===== config.mk =====
export PLATFORM = sky130hd
export DESIGN_NAME = fsm_stim_driver
export DESIGN_NICKNAME = d
export VERILOG_FILES = /design/src/rtl/fsm_stim_driver.sv
export SDC_FILE = /design/constraint.sdc
export NUM_CORES = 1
export LEC_CHECK = 0
export CELL_PAD_IN_SITES_DETAIL_PLACEMENT = 1
export CELL_PAD_IN_SITES_GLOBAL_PLACEMENT = 1
export CORE_ASPECT_RATIO = 1.5
export CORE_MARGIN = 4
export CORE_UTILIZATION = 50
export CTS_BUF_LIST = sky130_fd_sc_hd__clkbuf_8
export DETAILED_ROUTE_END_ITERATION = 12
export PLACE_DENSITY = 0.85
export SLEW_MARGIN = 20
export SYNTH_ARGS = -nofsm -noshare
export SYNTH_HDL_FRONTEND = slang
export SYNTH_SLANG_ARGS = --single-unit
export TNS_END_PERCENT = 100

===== constraint.sdc =====
create_clock -name clk -period 3.17 [get_ports clk]
set_input_delay 0.7925 -clock clk [delete_from_list [all_inputs] [get_ports clk]]
set_output_delay 0.7925 -clock clk [all_outputs]
set_load 0.01 [all_outputs]

===== src/rtl/fsm_stim_driver.sv =====
// fsm_stim_driver
// Self-checking stimulus source for a two-input/two-output clocked FSM whose
// state flops are falling-edge. A programmed vector table is replayed on a,b
// (launched on the rising edge). The y,z response is sampled on the next
// rising edge and compared with the programmed expectation.
//
// Optional build macro: STIM_STOP_ON_FAIL_EN. When it is defined, the run
// stops at the first mismatch.
//
// Ports:
//   clk, rst_n                 rising-edge clock, async active-low reset
//   load_en/load_addr/load_ab/load_exp  vector table write (IDLE/DONE only)
//   len, start                 run slots 0..len (start honoured in IDLE/DONE)
//   y, z                       response from the FSM under test
//   a, b                       stimulus to the FSM under test
//   busy, done, pass           run status
//   err_count, fail_valid, fail_idx  mismatch statistics for the last run
module fsm_stim_driver #(
    parameter int DEPTH = 16,
    parameter int AW    = 4
) (
    input  logic          clk,
    input  logic          rst_n,
    input  logic          load_en,
    input  logic [AW-1:0] load_addr,
    input  logic [1:0]    load_ab,
    input  logic [1:0]    load_exp,
    input  logic [AW-1:0] len,
    input  logic          start,
    input  logic          y,
    input  logic          z,
    output logic          a,
    output logic          b,
    output logic          busy,
    output logic          done,
    output logic          pass,
    output logic [AW:0]   err_count,
    output logic          fail_valid,
    output logic [AW-1:0] fail_idx
);

    typedef enum logic [1:0] {IDLE, RUN, FLUSH, DONE} state_t;

    localparam logic [AW-1:0] IDX_ONE = 1;
    localparam logic [AW:0]   ERR_ONE = 1;

    // Vector table; intentionally not reset so a run can be replayed after reset.
    logic [1:0] ab_mem  [DEPTH];
    logic [1:0] exp_mem [DEPTH];

    state_t        state_q, state_d;
    logic [AW-1:0] idx_q, idx_d;
    logic [AW-1:0] len_q, len_d;
    logic          a_q, a_d, b_q, b_d;
    logic          busy_q, busy_d;
    logic          done_q, done_d;
    logic          pass_q, pass_d;
    logic [AW:0]   err_q, err_d;
    logic          fv_q, fv_d;
    logic [AW-1:0] fi_q, fi_d;

    logic idle_like;
    logic wr_en;
    logic mismatch;

    assign idle_like = (state_q == IDLE) || (state_q == DONE);
    assign wr_en     = load_en && idle_like;
    assign mismatch  = ({y, z} != exp_mem[idx_q]);

    always_ff @(posedge clk) begin
        if (wr_en) begin
            ab_mem[load_addr]  <= load_ab;
            exp_mem[load_addr] <= load_exp;
        end
    end

    always_comb begin
        state_d = state_q;
        idx_d   = idx_q;
        len_d   = len_q;
        a_d     = a_q;
        b_d     = b_q;
        busy_d  = busy_q;
        done_d  = done_q;
        pass_d  = pass_q;
        err_d   = err_q;
        fv_d    = fv_q;
        fi_d    = fi_q;

        case (state_q)
            IDLE, DONE: begin
                // A write in the same cycle takes priority over start.
                if (start && !load_en) begin
                    len_d      = len;
                    err_d      = '0;
                    fv_d       = 1'b0;
                    fi_d       = '0;
                    done_d     = 1'b0;
                    pass_d     = 1'b0;
                    {a_d, b_d} = ab_mem[0];
                    idx_d      = '0;
                    busy_d     = 1'b1;
                    state_d    = RUN;
                end
            end
            RUN: begin
                // y,z here are the response to the vector still on a,b (idx_q).
                if (mismatch) begin
                    err_d = err_q + ERR_ONE;
                    if (!fv_q) begin
                        fv_d = 1'b1;
                        fi_d = idx_q;
                    end
                end
`ifdef STIM_STOP_ON_FAIL_EN
                if (mismatch || (idx_q == len_q)) begin
                    state_d = FLUSH;
                end else begin
                    idx_d      = idx_q + IDX_ONE;
                    {a_d, b_d} = ab_mem[idx_q + IDX_ONE];
                end
`else
                if (idx_q == len_q) begin
                    state_d = FLUSH;
                end else begin
                    idx_d      = idx_q + IDX_ONE;
                    {a_d, b_d} = ab_mem[idx_q + IDX_ONE];
                end
`endif
            end
            FLUSH: begin
                done_d  = 1'b1;
                pass_d  = (err_q == '0);
                a_d     = 1'b0;
                b_d     = 1'b0;
                busy_d  = 1'b0;
                state_d = DONE;
            end
            default: state_d = IDLE;
        endcase
    end

    always_ff @(posedge clk or negedge rst_n) begin
        if (!rst_n) begin
            state_q <= IDLE;
            idx_q   <= '0;
            len_q   <= '0;
            a_q     <= 1'b0;
            b_q     <= 1'b0;
            busy_q  <= 1'b0;
            done_q  <= 1'b0;
            pass_q  <= 1'b0;
            err_q   <= '0;
            fv_q    <= 1'b0;
            fi_q    <= '0;
        end else begin
            state_q <= state_d;
            idx_q   <= idx_d;
            len_q   <= len_d;
            a_q     <= a_d;
            b_q     <= b_d;
            busy_q  <= busy_d;
            done_q  <= done_d;
            pass_q  <= pass_d;
            err_q   <= err_d;
            fv_q    <= fv_d;
            fi_q    <= fi_d;
        end
    end

    assign a          = a_q;
    assign b          = b_q;
    assign busy       = busy_q;
    assign done       = done_q;
    assign pass       = pass_q;
    assign err_count  = err_q;
    assign fail_valid = fv_q;
    assign fail_idx   = fi_q;

endmodule


==> Yosys cells after proc, flatten, opt, wreduce, memory -nomap -nowiden <==
Memory sizes are Yosys's and may differ from the RTL's.
Cells that the tools add are included.
{ "totals": {"reg_bits": 25, "ramBits": 64, "input_bits": 18, "word_cells": 68, "n_memories": 2} }
{ "op_classes": {"n_addsub": 2, "n_eq_ne": 10, "n_mux": 27, "n_reduce_logical": 16} }
{ "memory_table": {"columns": ["name", "depth", "width", "rd", "rd_clocked_by_memory_dff", "write_ports", "line_no", "rtl"], "rows": [
  ["ab_mem", 16, 2, 2, 0, 1, "48", "logic [1:0] ab_mem [DEPTH];"],
  ["exp_mem", 16, 2, 1, 0, 1, "49", "logic [1:0] exp_mem [DEPTH];"]
]} }
{ "op_table": {"columns": ["op", "count"], "rows": [
  ["2-to-1 mux 4 bit", 4],
  ["case mux 4 bit (2 select lines)", 2],
  ["2-to-1 mux 5 bit", 2],
  ["!= test 2 bit, second input constant", 5],
  ["case mux 5 bit (2 select lines)", 1],
  ["2-to-1 mux 1 bit", 9],
  ["case mux 1 bit (2 select lines)", 4],
  ["AND reduction 2 bit", 4],
  ["case mux 1 bit (3 select lines)", 2],
  ["case mux 2 bit (3 select lines)", 1],
  ["AND reduction 3 bit", 2],
  ["adder 5 x 1 -> 5 bit, second input constant", 1],
  ["logical NOT 5 bit", 1],
  ["adder 4 x 1 -> 4 bit, second input constant", 1],
  ["equality test 2 bit, second input constant", 2],
  ["equality test 4 bit", 1],
  ["2-to-1 mux 2 bit", 2],
  ["AND reduction 4 bit", 1],
  ["nonzero test 2 bit", 2],
  ["equality test 2 x 1 -> 1 bit, second input constant", 1],
  ["logical AND 1 bit", 2],
  ["logical NOT 2 bit", 1],
  ["!= test 2 bit", 1],
  ["OR reduction 2 bit", 1],
  ["other kinds (2)", 2]
]} }

==> Logic depth before layout (Yosys ltp) <==
Gate-level depths: netlist (run 1).
{ "logic_depth": {"depth_word": 5, "mapped_depth": 9, "ltp_nobuf": 8} }

==> Least setup slack after synthesis (run 1) <==
No wires, ideal clock.
{ "synth_path": {"kind": "register to register", "startpoint": "reg idx_q[0]", "endpoint": "reg fi_q[2] (netlist: fail_idx[2])", "arrival_time_ns": 2.459, "t_required_ns": 3.101, "slack_ns": 0.643, "stages_incl_launch_ff": 10, "path_buffers": 3, "period_less_slack_ns": 2.527, "path_cell_list": "dfrtp_1 > buf_6 > buf_12 > mux4_2 > mux4_2 > xor2_1 > a31oi_2 > buf_6 > or4_1 > nand3_1"} }
{ "synth_between": {"elab_chain_cells": 4} }
{ "synth_rtl": {"columns": ["item", "line_no", "rtl"], "rows": [
  ["from (decl)", "52", "logic [AW-1:0] idx_q, idx_d;"],
  ["from (signal assigned)", "158", "idx_q <= idx_d;"],
  ["memory read (16 x 2 bit)", null, null],
  ["!= test 2 bit", "68", "assign mismatch = ({y, z} != exp_mem[idx_q]);"],
  ["!= test 2 bit (no source line)", null, null],
  ["AND reduction 4 bit (no source line)", null, null],
  ["to (signal assigned)", "167", "fi_q <= fi_d;"],
  ["to (decl)", "60", "logic [AW-1:0] fi_q, fi_d;"]
]} }
Every way passes these cells.
A chain may end at the register's enable or synchronous reset.

==> Final worst setup path (run 1) <==
{ "layout_path": {"startpoint": "reg idx_q[0]", "endpoint": "reg fi_q[1] (netlist: fail_idx[1])"} }
Same word-level chain as after synthesis.

==> results of run 1 <==
==> cells in the mapped netlist, types with 5 or more instances <==
library cell	n
ha_1	6
nor2_1	20
edfxtp_1	64
mux2_2	8
inv_1	6
nor3_1	5
o21ai_0	15
mux4_2	11
nand3_1	10
dfrtp_1	25
clkbuf_1	8
xnor2_1	6
mux2i_1	9
a21oi_1	8
nand2_1	18
==> layout make-up <==
cell class	count	area, sq um	share of cell area, %
sequential	89	2550	55.3
inverter	7	26.3	0.570
clock inverter	7	67.6	1.47
tap	102	128	2.77
multi-input combinational	162	1320	28.5
timing repair buffer	43	403	8.74
clock buffer	9	124	2.69
==> layer usage <==
layer	vias up	global-route usage, %
li1	1122	-
met1	1188	22.1
met2	57	36.4
met3	18	3.83
met4	0	8.46
met5	-	0
==> worst max path at each step <==
stage                         from            to  slack (ns)  cells past startpoint
after floorplan           idx_q[0]   fail_idx[2]        0.64                      9
after global placement    idx_q[0]   fail_idx[1]        0.30                      7
after detailed placement  idx_q[0]   fail_idx[1]        0.20                      7
after CTS                 idx_q[0]   fail_idx[1]        0.18                      7
after global routing      idx_q[0]  err_count[2]        0.03                      6
final                     idx_q[0]   fail_idx[1]        0.21                      7
==> state kept, by name (all words and copies together) (netlist names), 2 cells and up <==
name       flops
ab_mem        32
err_count      5
exp_mem       32
fail_idx       4
idx_q          4
len_q          4
state_q        2
==> worst max-delay path, stage by stage, from the launching register on <==
cell and delay, ns:
dfrtp_1 0.73, mux4_1 0.63, mux4_2 0.49, xor2_1 0.19
a31oi_2 0.11, buf_4 0.20, or4_1 0.47, nand3_1 0.08
==> report_power, final <==
group	switching [W]	internal, W	total [W]
combinational	0.000576	0.000574	0.00115
clock	0.000411	0.000363	0.000774
sequential	0.000143	0.00138	0.00152
==> through the flow <==
step / total power [W] / instance area, sq um / hold WS [ns]
6_report: 0.00345 / 4610 / 0.528
5_1_grt: 0.00366 / 4610 / 0.556
4_1_cts: 0.00349 / 4610 / 0.533
3_5_place_dp: 0.00272 / 4420 / 0.507
3_3_place_gp: 0.00266 / 4420 / 0.499
2_1_floorplan: 0.00233 / 3970 / 0.497
==> cells by family after synthesis <==
| family | count (synthesis) |
|---|---|
| DFF | 89 |
| and+or+nand+nor | 78 |
| AOI/OAI and AO/OA | 38 |
| muxes | 33 |
| buffers and inverters | 20 |
| xor gates and xnor gates | 7 |
| adders and majority gates | 6 |
==> impl_metrics.toml, run 1 <==
[status]
status = "complete, no violations"

[floorplanning]
coreArea_sq_um = 7660
die_w_um = 80.8
start_util_pct = 51.8
rows = 39
die_h_um = 117
die_area_sq_um = 9460
io_pins = 33

[sta]
tightest_slew_ns = 0.671
tns_ns = 0
layout_setup_ws_ns = 0.213
slew_headroom_pct = 54.9
rsz0062_at_grt = "no"
finalHoldViolations = 0
fin_crit_ns = 2.96
period_share_pct = 93.3
slew_violations = 0
finClkSkew_ns = 0.0124
max_freq_mhz = 338
setup_violations = 0

[global_routing]
grt_pass1_vias = 2579
antenna_found_initial = 0
grtUsageTotal_pct = 19.8
grt_pass1_wl_um = 13500
grt.overflow.total = 0
grt_max_degree = 26

[placed_design]
dpl_worst_slack_ns = 0.200
dpl.cell_count = 403
numPortBuffers = 32
routabilityCongestion = 0.827
dpl.hpwl_um = 6390

[route]
route.detailed.drc = 0
wl_met1_um = 3250
routed-wl-met2_um = 4600
num_vias = 2385
routedWlPerCell_um = 20.0
via_per_inst = 5.69
top_layer_used = "met4"
ant_nets = 0
first_pass_iters = 4
drt_iter0_drc = 105
wl_met3_um = 316
wl_um = 8390

[pwr]
p_leak_nw = 1.63
power_density_nw_per_um2 = 748
ir_worst_vdd_mv = 0.419

[job]
max_cap_violations = 0

[cells_and_area]
final_cell_mix = "64 x edfxtp_1, 32 x clkdlybuf4s50_1, 25 x dfrtp_1"
final_core_util_pct = 60.2
fillers = 755
area_growth_pct = 16.1
drive_gt1_share_pct = 14.8
final_common_cell = "edfxtp_1"
fin_nets = 336
final_cells = 419
diodes = 0

[critical_path]
reg2reg_depth = 7
worstSetupEndpointType = "register"
worstReg2RegEnd = "fail_idx[1]"
worstPathRequired_ns = 3.49
setup.worst_path.start_class = "register"
crit_fanout = 15
worstSetupPathType = "register to register"
rrSetupSlack_ns = 0.21
rr_startpoint = "idx_q[0]"
crit_arrival_ns = 3.27

[yosys]
synthMuxAreaShare_pct = 13.8
ys_types = 44
synthFlopType = "edfxtp_1"
async_reset_ff_share_pct = 28.1
synth-seq-cells = 89
synthAdderAreaFrac_pct = 1.89
netlist_area_sq_um = 3970
avgSynthCellArea_sq_um = 14.7
synth_edf_count = 64
yosysWarnings = 0
synth_cells = 271
synth_compound_area_share_pct = 6.02
synth_top_family_by_area = "multiplexers"
ys_top_cells_by_area = "edfxtp_1 48%, dfrtp_1 16%, mux4_2 6.2%, mux4_1 2.6%, mux2i_1 2.3%"
synth.largest_area_cell = "edfxtp_1"
syn_nets = 295
synth-xor-area-share_pct = 1.54
synth_simple_gate_area_share_pct = 9.86
synth-seq-area-share_pct = 64.1
yosys.area.top_type_share_pct = 48.4

[cts]
h-tree-depth = 3
cts_buffer_depth = 2
ctsHoldBuffers = 0
cts_buffers = 9
clock_latency_ns = 0.37
cts_tree = "done"
clock_sinks = 89
post_cts_resize_count = 0
post-cts-setup-buffers = 0
cts_root_buf = "clkbuf_8"
clk_pin_slew_worst_paths_ns = 0.09

[worst_hold_path]
hold_path_depth = 2
hold_start = "fail_idx[2]"
hp-class = "register to register"
hold_end = "fail_idx[2]"
(Power assumes the default switching activity.)
==> inputs of run 2 (changes only) <==
- MAX_ROUTING_LAYER: not set -> met4
==> run 2 against run 1 <==
Compared with the run above: final cell count is the same; global-route usage grew 0.62 points; fmax shrank 0.23%; routed wire length shrank 0.33%; combinational power is essentially flat; first-iteration DRC count shrank 2.9%; register-to-register slack is essentially flat; largest cell class unchanged; largest power group unchanged.
==> impl_metrics.toml, run 2 (synthesis results as in run 1) <==
[route]
ant_nets = 0
top_layer_used = "met4"
first_pass_iters = 4
wl_um = 8370
via_per_inst = 5.66
route.detailed.drc = 0
wl_met3_um = 307
routed-wl-met2_um = 4620
drt_iter0_drc = 102
wl_met1_um = 3220
num_vias = 2371
routedWlPerCell_um = 20.0

[floorplanning]
coreArea_sq_um = 7660
io_pins = 33
start_util_pct = 51.8
die_w_um = 80.8
die_h_um = 117
die_area_sq_um = 9460
rows = 39

[cts]
cts_buffer_depth = 2
ctsHoldBuffers = 0
post_cts_resize_count = 0
clock_sinks = 89
post-cts-setup-buffers = 0
clk_pin_slew_worst_paths_ns = 0.09
cts_root_buf = "clkbuf_8"
clock_latency_ns = 0.37
cts_tree = "done"
cts_buffers = 9
h-tree-depth = 3

[cells_and_area]
seq_area_sq_um = 2550
final_cell_mix = "64 x edfxtp_1, 32 x clkdlybuf4s50_1, 25 x dfrtp_1"
final_common_cell = "edfxtp_1"
multiInputGateArea_sq_um = 1320
area_growth_pct = 16.1
final_cells = 419
diodes = 0
fin_nets = 336
fillers = 755
drive_gt1_share_pct = 14.8

[status]
status = "complete, no violations"

[worst_hold_path]
hold_end = "fail_idx[2]"
hp-class = "register to register"
hold_start = "fail_idx[2]"
hold_path_depth = 2

[critical_path]
worstPathRequired_ns = 3.48
setup.worst_path.start_class = "register"
worstSetupPathType = "register to register"
worstReg2RegEnd = "fail_idx[1]"
rr_startpoint = "idx_q[0]"
crit_arrival_ns = 3.27
path_cells = "mux4_1 > mux4_2 > xor2_1 > a31oi_2 > buf_4 > or4_1 > nand3_1"
worstSetupEndpointType = "register"
crit_buf_inv = 1
rrSetupSlack_ns = 0.21
critPathSlowestCell = "dfrtp_1"
max_stage_delay_ns = 0.74
cp_top_family = "multiplexers"
reg2reg_depth = 7
crit_fanout = 15

[sta]
setup_violations = 0
finalHoldViolations = 0
tightest_slew_ns = 0.681
hold_ws_ns = 0.528
slew_violations = 0
tns_ns = 0
slew_headroom_pct = 54.3
max_freq_mhz = 337
finClkSkew_ns = 0.00949
rsz0062_at_grt = "no"
fin_crit_ns = 2.96
period_share_pct = 93.5

[global_routing]
grt_max_degree = 26
grtUsageTotal_pct = 20.4
grt_pass1_wl_um = 13500
grt.overflow.total = 0
grt_pass1_vias = 2582
antenna_found_initial = 0

[pwr]
p_sw_share_pct = 32.7
comb_power_share_pct = 33.4
power_frac_seq_pct = 44.3
ir_worst_vdd_mv = 0.419
internal_power_w = 0.00232
power_density_nw_per_um2 = 747
clkPwrFrac_pct = 22.3
power_switching_w = 0.00113
p_leak_nw = 1.63

[job]
max_cap_violations = 0

[placed_design]
routabilityCongestion = 0.839
numPortBuffers = 32
dpl.hpwl_um = 6390
dpl.cell_count = 403
run 2: cell counts in the layout (fill, tap and decap cells not counted):
Identical to the previous run, type by type.
run 2: layout make-up:
class                           instances  share of cell area [%]
Tap cell                              102                    2.77
Sequential cell                        89                    55.3
Clock inverter                          7                    1.47
Inverter                                7                   0.570
Clock buffer                            9                    2.69
Timing Repair Buffer                   43                    8.74
Multi-Input combinational cell        162                    28.5
run 2: how the worst max path moves through the flow:
stage                     cells past startpoint      endpoint  startpoint
after floorplan                               9   fail_idx[2]    idx_q[0]
after global placement                        7   fail_idx[1]    idx_q[0]
after detailed placement                      7   fail_idx[1]    idx_q[0]
after CTS                                     7   fail_idx[1]    idx_q[0]
after global routing                          6  err_count[2]    idx_q[0]
final                                         7   fail_idx[1]    idx_q[0]
run 2: layer usage:
metal	vias up	track usage, %
li1	1121	-
met1	1181	22.0
met2	51	36.6
met3	18	3.83
met4	0	8.46
met5	-	-
run 2: worst min-delay path, delay by kind of cell, from the launching register on:
kind	cells	cell delay, ns
simple gates	2	0.13
flops	1	0.37
run 2: power groups by stage:
stage | Combinational, W | Sequential [W] | Clock (W)
2_1_floorplan | 0.000826 | 0.00150 | 0
3_3_place_gp | 0.00111 | 0.00154 | 0
3_5_place_dp | 0.00116 | 0.00156 | 0
4_1_cts | 0.00117 | 0.00153 | 0.000790
5_1_grt | 0.00127 | 0.00155 | 0.000839
6_report | 0.00115 | 0.00152 | 0.000769
run 2: stage by stage:
stage          area (sq um)  util [%]  worst slack, ns  total power, W
6_report               4610      60.2            0.206         0.00344
5_1_grt                4610      60.2           0.0275         0.00366
4_1_cts                4610      60.2            0.185         0.00349
3_5_place_dp           4420      57.7            0.200         0.00272
3_3_place_gp           4420      57.7            0.304         0.00266
2_1_floorplan          3970         -            0.643         0.00233
==> inputs of run 3 (changes only) <==
- HOLD_SLACK_MARGIN: not set -> 0.03
==> results of run 3 <==
No change in the layout: final DEF, timing and power equal those of run 2.
